<file path="config.mk">
export PLATFORM = sky130hd
export DESIGN_NAME = weight_mem_loader
export DESIGN_NICKNAME = d
export VERILOG_FILES = /design/src/rtl/weight_mem_loader.sv
export SDC_FILE = /design/constraint.sdc
export NUM_CORES = 1
export LEC_CHECK = 0
export BUFFER_PORTS_ARGS = -buffer_cell sky130_fd_sc_hd__clkbuf_2
export CAP_MARGIN = 5
export CORE_ASPECT_RATIO = 1.25
export CORE_MARGIN = 5
export CORE_UTILIZATION = 27
export DETAILED_ROUTE_END_ITERATION = 10
export PLACE_DENSITY_LB_ADDON = 0.12
export SYNTH_ARGS = -nofsm -noshare
export SYNTH_HDL_FRONTEND = slang
export SYNTH_SLANG_ARGS = --single-unit
</file>
<file path="constraint.sdc">
create_clock -name clk -period 6.1 [get_ports clk]
set_clock_uncertainty 0.15 [all_clocks]
set_input_delay 0.61 -clock clk [delete_from_list [all_inputs] [get_ports clk]]
set_output_delay 0.61 -clock clk [all_outputs]
set_load 0.05 [all_outputs]
</file>
<file path="src/rtl/weight_mem_loader.sv">
// Weight memory write-side loader: accepts 32-bit words over valid/ready and
// issues them as two consecutive 16-bit writes from a programmed base address.
module weight_mem_loader #(
  parameter int MAX_WEIGHTS = 2000
) (
  input  logic        clk,
  input  logic        rst,
  input  logic        start,
  input  logic [15:0] base_addr,
  input  logic [15:0] weight_count,
  input  logic        in_valid,
  input  logic [31:0] in_data,
  output logic        in_ready,
  output logic        write_weight_signal,
  output logic [15:0] write_weight_addr,
  output logic [15:0] write_weight_data,
  output logic        busy,
  output logic        done,
  output logic        err
);

  typedef enum logic [2:0] {IDLE, FETCH, WR_LO, WR_HI, DONE} state_t;

  state_t      state;
  logic [15:0] cur_addr;
  logic [15:0] remaining;
  logic [31:0] word_buf;

  // 17-bit end address so a base near 0xFFFF cannot wrap past the range check
  logic [16:0] end_addr;
  logic        bad_req;
  logic        last;

  assign end_addr = {1'b0, base_addr} + {1'b0, weight_count};
  assign bad_req  = (weight_count == 16'd0) || (end_addr > 17'(MAX_WEIGHTS));
  assign last     = (remaining == 16'd1);

  // Outputs are registered alongside the next state, so each output reflects
  // the state being entered and never depends combinationally on an input.
  always_ff @(posedge clk or posedge rst) begin
    if (rst) begin
      state               <= IDLE;
      cur_addr            <= '0;
      remaining           <= '0;
      word_buf            <= '0;
      in_ready            <= 1'b0;
      write_weight_signal <= 1'b0;
      write_weight_addr   <= '0;
      write_weight_data   <= '0;
      busy                <= 1'b0;
      done                <= 1'b0;
      err                 <= 1'b0;
    end else begin
      in_ready            <= 1'b0;
      write_weight_signal <= 1'b0;
      write_weight_addr   <= '0;
      write_weight_data   <= '0;
      busy                <= 1'b0;
      done                <= 1'b0;
      err                 <= 1'b0;
      case (state)
        IDLE: begin
          if (start) begin
            if (bad_req) begin
              err <= 1'b1;
            end else begin
              cur_addr  <= base_addr;
              remaining <= weight_count;
              state     <= FETCH;
              in_ready  <= 1'b1;
              busy      <= 1'b1;
            end
          end
        end
        FETCH: begin
          busy <= 1'b1;
          if (in_valid) begin
            word_buf            <= in_data;
            state               <= WR_LO;
            write_weight_signal <= 1'b1;
            write_weight_addr   <= cur_addr;
            write_weight_data   <= in_data[15:0];
          end else begin
            in_ready <= 1'b1;
          end
        end
        WR_LO: begin
          busy      <= 1'b1;
          cur_addr  <= cur_addr + 16'd1;
          remaining <= remaining - 16'd1;
          if (last) begin
            state <= DONE;
            done  <= 1'b1;
          end else begin
            state               <= WR_HI;
            write_weight_signal <= 1'b1;
            write_weight_addr   <= cur_addr + 16'd1;
            write_weight_data   <= word_buf[31:16];
          end
        end
        WR_HI: begin
          busy      <= 1'b1;
          cur_addr  <= cur_addr + 16'd1;
          remaining <= remaining - 16'd1;
          if (last) begin
            state <= DONE;
            done  <= 1'b1;
          end else begin
            state    <= FETCH;
            in_ready <= 1'b1;
          end
        end
        DONE:    state <= IDLE;
        default: state <= IDLE;
      endcase
    end
  end

endmodule

</file>
# Word-level counts from Yosys, hierarchy flattened
# Cells that the tools add are included.
[op_classes]
addsub = 3
order_cmp = 1
n_eq_ne = 7
mux = 31
n_reduce_logical = 9
[ops]
columns = ["op", "count"]
rows = [
  ["2-to-1 mux 16 bit", 8],
  ["one-hot mux 16 bit (2 select lines)", 4],
  ["adder 16 x 16 -> 17 bit", 1],
  ["greater-than comparator 17 x 11 -> 1 bit, second input constant", 1],
  ["adder 16 x 1 -> 16 bit, second input constant", 1],
  ["== test 16 x 1 -> 1 bit, second input constant", 1],
  ["zero test 16 bit", 1],
  ["subtractor 16 x 1 -> 16 bit, second input constant", 1],
  ["2-to-1 mux 3 bit", 5],
  ["one-hot mux 3 bit (4 select lines)", 1],
  ["2-to-1 mux 1 bit", 10],
  ["== test 3 x 2 -> 1 bit, second input constant", 2],
  ["!= test 2 bit, second input constant", 3],
  ["AND reduction 3 bit", 2],
  ["one-hot mux 1 bit (2 select lines)", 2],
  ["== test 3 x 1 -> 1 bit, second input constant", 1],
  ["zero test 3 bit", 1],
  ["one-hot mux 1 bit (3 select lines)", 1],
  ["OR reduction 3 bit", 1],
  ["AND reduction 2 bit", 1],
  ["nonzero test 2 bit", 1],
  ["OR reduction 2 bit", 1],
  ["logical OR 1 bit", 1],
]
[word_totals]
ff_bits = 104
input_bits = 68
out_inout_bits = 37
word_cells = 62

# Longest topological paths before layout
[depth]
word_depth = 6
depth_mapped = 12
depth_no_buf = 11

# Worst setup path before layout
# OpenSTA, ideal clock, no wires.
[synth_path]
path_kind = "input to register"
start = "input port base_addr[0]"
end = "register cur_addr[10]"
setup_time_ps = 119
t_arrival_ps = 3140
required_time_ps = 5831
slack_ps = 2691
stages = 12
path_buffers = 1
cell_sequence = "ha_1 fa_1 a21o_1 nand4_1 nand3_1 a311oi_1 mux2_2 a2111oi_4 nand4_2 buf_6 o22a_1 o21a_1"
[synth_between]
elab_chain_len = 5
[synth_rtl]
columns = ["item", "line", "source"]
rows = [
  ["start, declared", "9", "input logic [15:0] base_addr,"],
  ["adder 16 x 16 -> 17 bit", "34", "assign end_addr = {1'b0, base_addr} + {1'b0, weight_count};"],
  ["greater-than comparator 17 x 11 -> 1 bit", "35", "assign bad_req = (weight_count == 16'd0) || (end_addr > 17'(MAX_WEIGHTS));"],
  ["logical OR 1 bit", "35", ""],
  ["!= test 2 bit (no line)", "--", ""],
  ["AND reduction 3 bit (no line)", "--", ""],
  ["end signal, assigned", "67", "cur_addr <= base_addr;"],
  ["end signal, assigned", "89", "cur_addr <= cur_addr + 16'd1;"],
  ["end signal, assigned", "103", "cur_addr <= cur_addr + 16'd1;"],
  ["end, declared", "25", "logic [15:0] cur_addr;"],
]
# Every way passes these cells.
# A chain may end at the register's enable or synchronous reset.

# Final worst setup path
[layout_path]
start = "input port weight_count[0]"
end = "register cur_addr[7]"
[layout_between]
elab_chain_len = 5
elab_cells_between_ends = 6
classes_between = "add/sub (1); order compare (1); eq/ne (1); reduce/logical (3)"
[layout_rtl]
columns = ["item", "line", "source"]
rows = [
  ["start, declared", "10", "input logic [15:0] weight_count,"],
  ["adder 16 x 16 -> 17 bit", "34", ""],
  ["greater-than comparator 17 x 11 -> 1 bit", "35", ""],
  ["logical OR 1 bit *", "35", ""],
  ["!= test 2 bit (no line) *", "--", ""],
  ["AND reduction 3 bit (no line) *", "--", ""],
]
# Mark *: on every way between the ends. The rest lies on a longest branch, timed or not.

==> flow_summary.json <==
{
  "grt_use_total_pct": 12.8,
  "p_per_area_nw_per_um2": 437,
  "grt_max_degree": 60,
  "tns_ns": 0,
  "ios": 105,
  "critPathArrivalTime_ns": 3.61,
  "cts-htree-levels": 3,
  "path_clk_slew_ns": 0.06,
  "synthAdderAreaFrac_pct": 5.30,
  "grt_overflow_total": 0,
  "clock_sinks": 88,
  "dp_hpwl_mm": 10.0,
  "synth_ff_type": "dfrtp_1",
  "clkLatencyLatePin_ns": 0.34,
  "synth_edf_count": 0,
  "wire_per_inst_um": 15.9,
  "ys_async_sr_fraction_pct": 100,
  "start_util_pct": 27.7,
  "ant_nets": 0,
  "synth_cells": 511,
  "cp_max_fo": 59,
  "synth-compound-area-share_pct": 21.4,
  "fin_cells": 837,
  "reg2reg_from": "remaining[6]",
  "fp.dieW_um": 130,
  "yosysUniqueCellTypes": 56,
  "power.total_uw": 2580,
  "synth_top_area_share_pct": 45.3,
  "drive_above_1_share_pct": 25.6,
  "numPortBuffers": 104,
  "nNetsFinal": 697,
  "final_hold_viol_count": 0,
  "place_inst": 822,
  "fmax_mhz": 280,
  "synth_seq_cells": 88,
  "leakagePower_uw": 0.00267,
  "finalSetupViolations": 0,
  "row_count": 54,
  "tightest_slew_ns": 0.791,
  "cts_resized": 0,
  "critPathLaunchType": "input port",
  "placed_area_um2": 5610,
  "yosys-top-cells-area": "dfrtp_1, o21ai_0, ha_1, a21oi_1, nor2_1",
  "reg2reg_depth": 9,
  "syn_nets": 599,
  "final_cell_area_um2": 5900,
  "drv_slew": 0,
  "synth_top_family_by_area": "compound AO/OA/AOI/OAI gates",
  "grt_pass1_wl_mm": 21.2,
  "root_buffer": "clkbuf_16",
  "yosysWarnings": 0,
  "min_period_ns": 3.57,
  "rrSetupSlack_ns": 3.01,
  "totalWireLength_mm": 13.3,
  "diodes": 0,
  "drc": 0,
  "syn_to_final_growth_pct": 21.3,
  "cts.hold.buffers_added": 0,
  "vias": 4096,
  "hold_path_class": "in -> async",
  "fin_crit_sh_pct": 58.6,
  "critPathCaptureType": "flip-flop",
  "yosysSeqAreaShare_pct": 45.3,
  "max-vdd-ir-drop_mv": 0.134,
  "synth_top_area_cell": "dfrtp_1",
  "cts_tree": "yes",
  "synthMuxAreaShare_pct": 5.17,
  "rr_endpoint": "write_weight_addr[7]",
  "synth_xor_area_share_pct": 1.26,
  "worstPathRequired_ns": 6.14,
  "synth_simple_gate_area_share_pct": 18.2,
  "syn_area_per_cell_um2": 9.51,
  "worst-setup-path-type": "in -> reg",
  "fp.dieH_um": 160,
  "relSlewSlack_pct": 47.3,
  "grt_pass1_vias": 4056,
  "synthesis.area_um2": 4860,
  "status": "finished clean",
  "gp_congestion": 0.788,
  "rsz0062_at_grt": "no",
  "critPathLaunch": "weight_count[0]",
  "first_pass_iters": 6,
  "maxCapViolCount": 0,
  "cts.path.max_buffers": 2,
  "core-area_um2": 17600,
  "via_per_inst": 4.89,
  "cts_made_buffers": 9,
  "drtIter0Drc": 198,
  "post_cts_buffers": 0,
  "grt_antenna_before_repair": 0,
  "die_area_um2": 20800
}
==> cells in the final DEF (no fill, tap or decap), drive strengths merged, types with 11 or more instances in the layout <==
cell / synthesis / final
clkbuf: 14 / 116
dfrtp: 88 / 88
o21ai: 58 / 58
nor2: 55 / 55
a21oi: 48 / 48
nand2: 45 / 45
nand3: 20 / 20
ha: 19 / 19
mux2: 17 / 17
a22o: 17 / 17
and3: 11 / 11
==> synthesized netlist by cell type, types with 5 or more instances <==
| master | n |
|---|---|
| dfrtp_1 | 88 |
| ha_1 | 19 |
| nor4_1 | 9 |
| o21ai_0 | 55 |
| a21oi_1 | 44 |
| mux2_2 | 17 |
| a22o_1 | 17 |
| mux2i_1 | 6 |
| clkbuf_1 | 14 |
| nand2_1 | 45 |
| nor2_1 | 55 |
| nand2b_1 | 6 |
| nand3_1 | 20 |
| and3_1 | 9 |
| a21o_1 | 6 |
| nor3_1 | 10 |
| a211oi_1 | 6 |
| or3_1 | 5 |
| inv_1 | 9 |
==> flip-flops by register name (all words and copies together), names as in the netlist <==
register / count
done: 1
cur_addr: 16
write_weight_addr: 16
err: 1
write_weight_signal: 1
remaining: 16
busy: 1
write_weight_data: 16
word_buf: 16
in_ready: 1
state: 3
==> kinds of logic (layout without fill, tap and decap cells) <==
group,count (synthesis),count (layout)
AOI/OAI and AO/OA,160,160
xor gates and xnor gates,7,7
adders and majority gates,20,20
buffers and inverters,33,135
DFF,88,88
muxes,23,23
and+or+nand+nor,180,180
==> worst max path at each step <==
stage / endpoint / cells after the start
3_5_place_dp: cur_addr[7] / 13
5_1_grt: cur_addr[7] / 13
3_3_place_gp: cur_addr[7] / 13
4_1_cts: cur_addr[7] / 13
2_1_floorplan: cur_addr[10] / 12
6_report: cur_addr[7] / 13
==> where the power goes <==
| part | leakage, uW | total [uW] | switching (uW) | internal [uW] |
|---|---|---|---|---|
| sequential | 0.00111 | 973 | 161 | 813 |
| combinational | 0.00142 | 1060 | 697 | 362 |
| clock | 0.000139 | 546 | 220 | 326 |
| total | 0.00267 | 2580 | 1080 | 1500 |
==> per-layer routing <==
| layer | GRT usage (%) | wire [um] | up-vias |
|---|---|---|---|
| li1 | - | - | 2075 |
| met1 | 16.7 | 5880 | 1875 |
| met2 | 21.2 | 6370 | 132 |
| met3 | 2.47 | 793 | 14 |
| met4 | 3.92 | 225 | 0 |
| met5 | 0 | 0 | - |
==> stage by stage <==
stage	setup WS, ns	utilization (%)	hold slack, ns
2_1_floorplan	2.69	-	0.312
3_3_place_gp	2.21	31.9	0.317
3_5_place_dp	2.20	31.9	0.325
4_1_cts	2.55	33.6	0.260
5_1_grt	2.33	33.6	0.308
6_report	2.53	33.6	0.223
==> worst max-delay path, stage by stage <==
cell and delay, ns:
clkbuf_2 0.11, ha_1 0.21, fa_1 0.40, a21o_1 0.21, nand4_1 0.09, nand3_1 0.20, a311oi_1 0.32, mux2_2 0.39
a2111oi_4 0.24, nand4_2 0.11, buf_4 0.32, o21ai_0 0.30, a21oi_1 0.07
==> final cells by class <==
class | instances | area [um2]
inverter | 9 | 35.0
clock buffer | 12 | 246
tap | 224 | 280
sequential | 88 | 2200
fill | 1852 | 11700
timing repair buffer | 111 | 573
clock inverter | 3 | 42.5
multi-input combinational | 390 | 2520
Note: power is estimated with default switching activity, not from simulation.
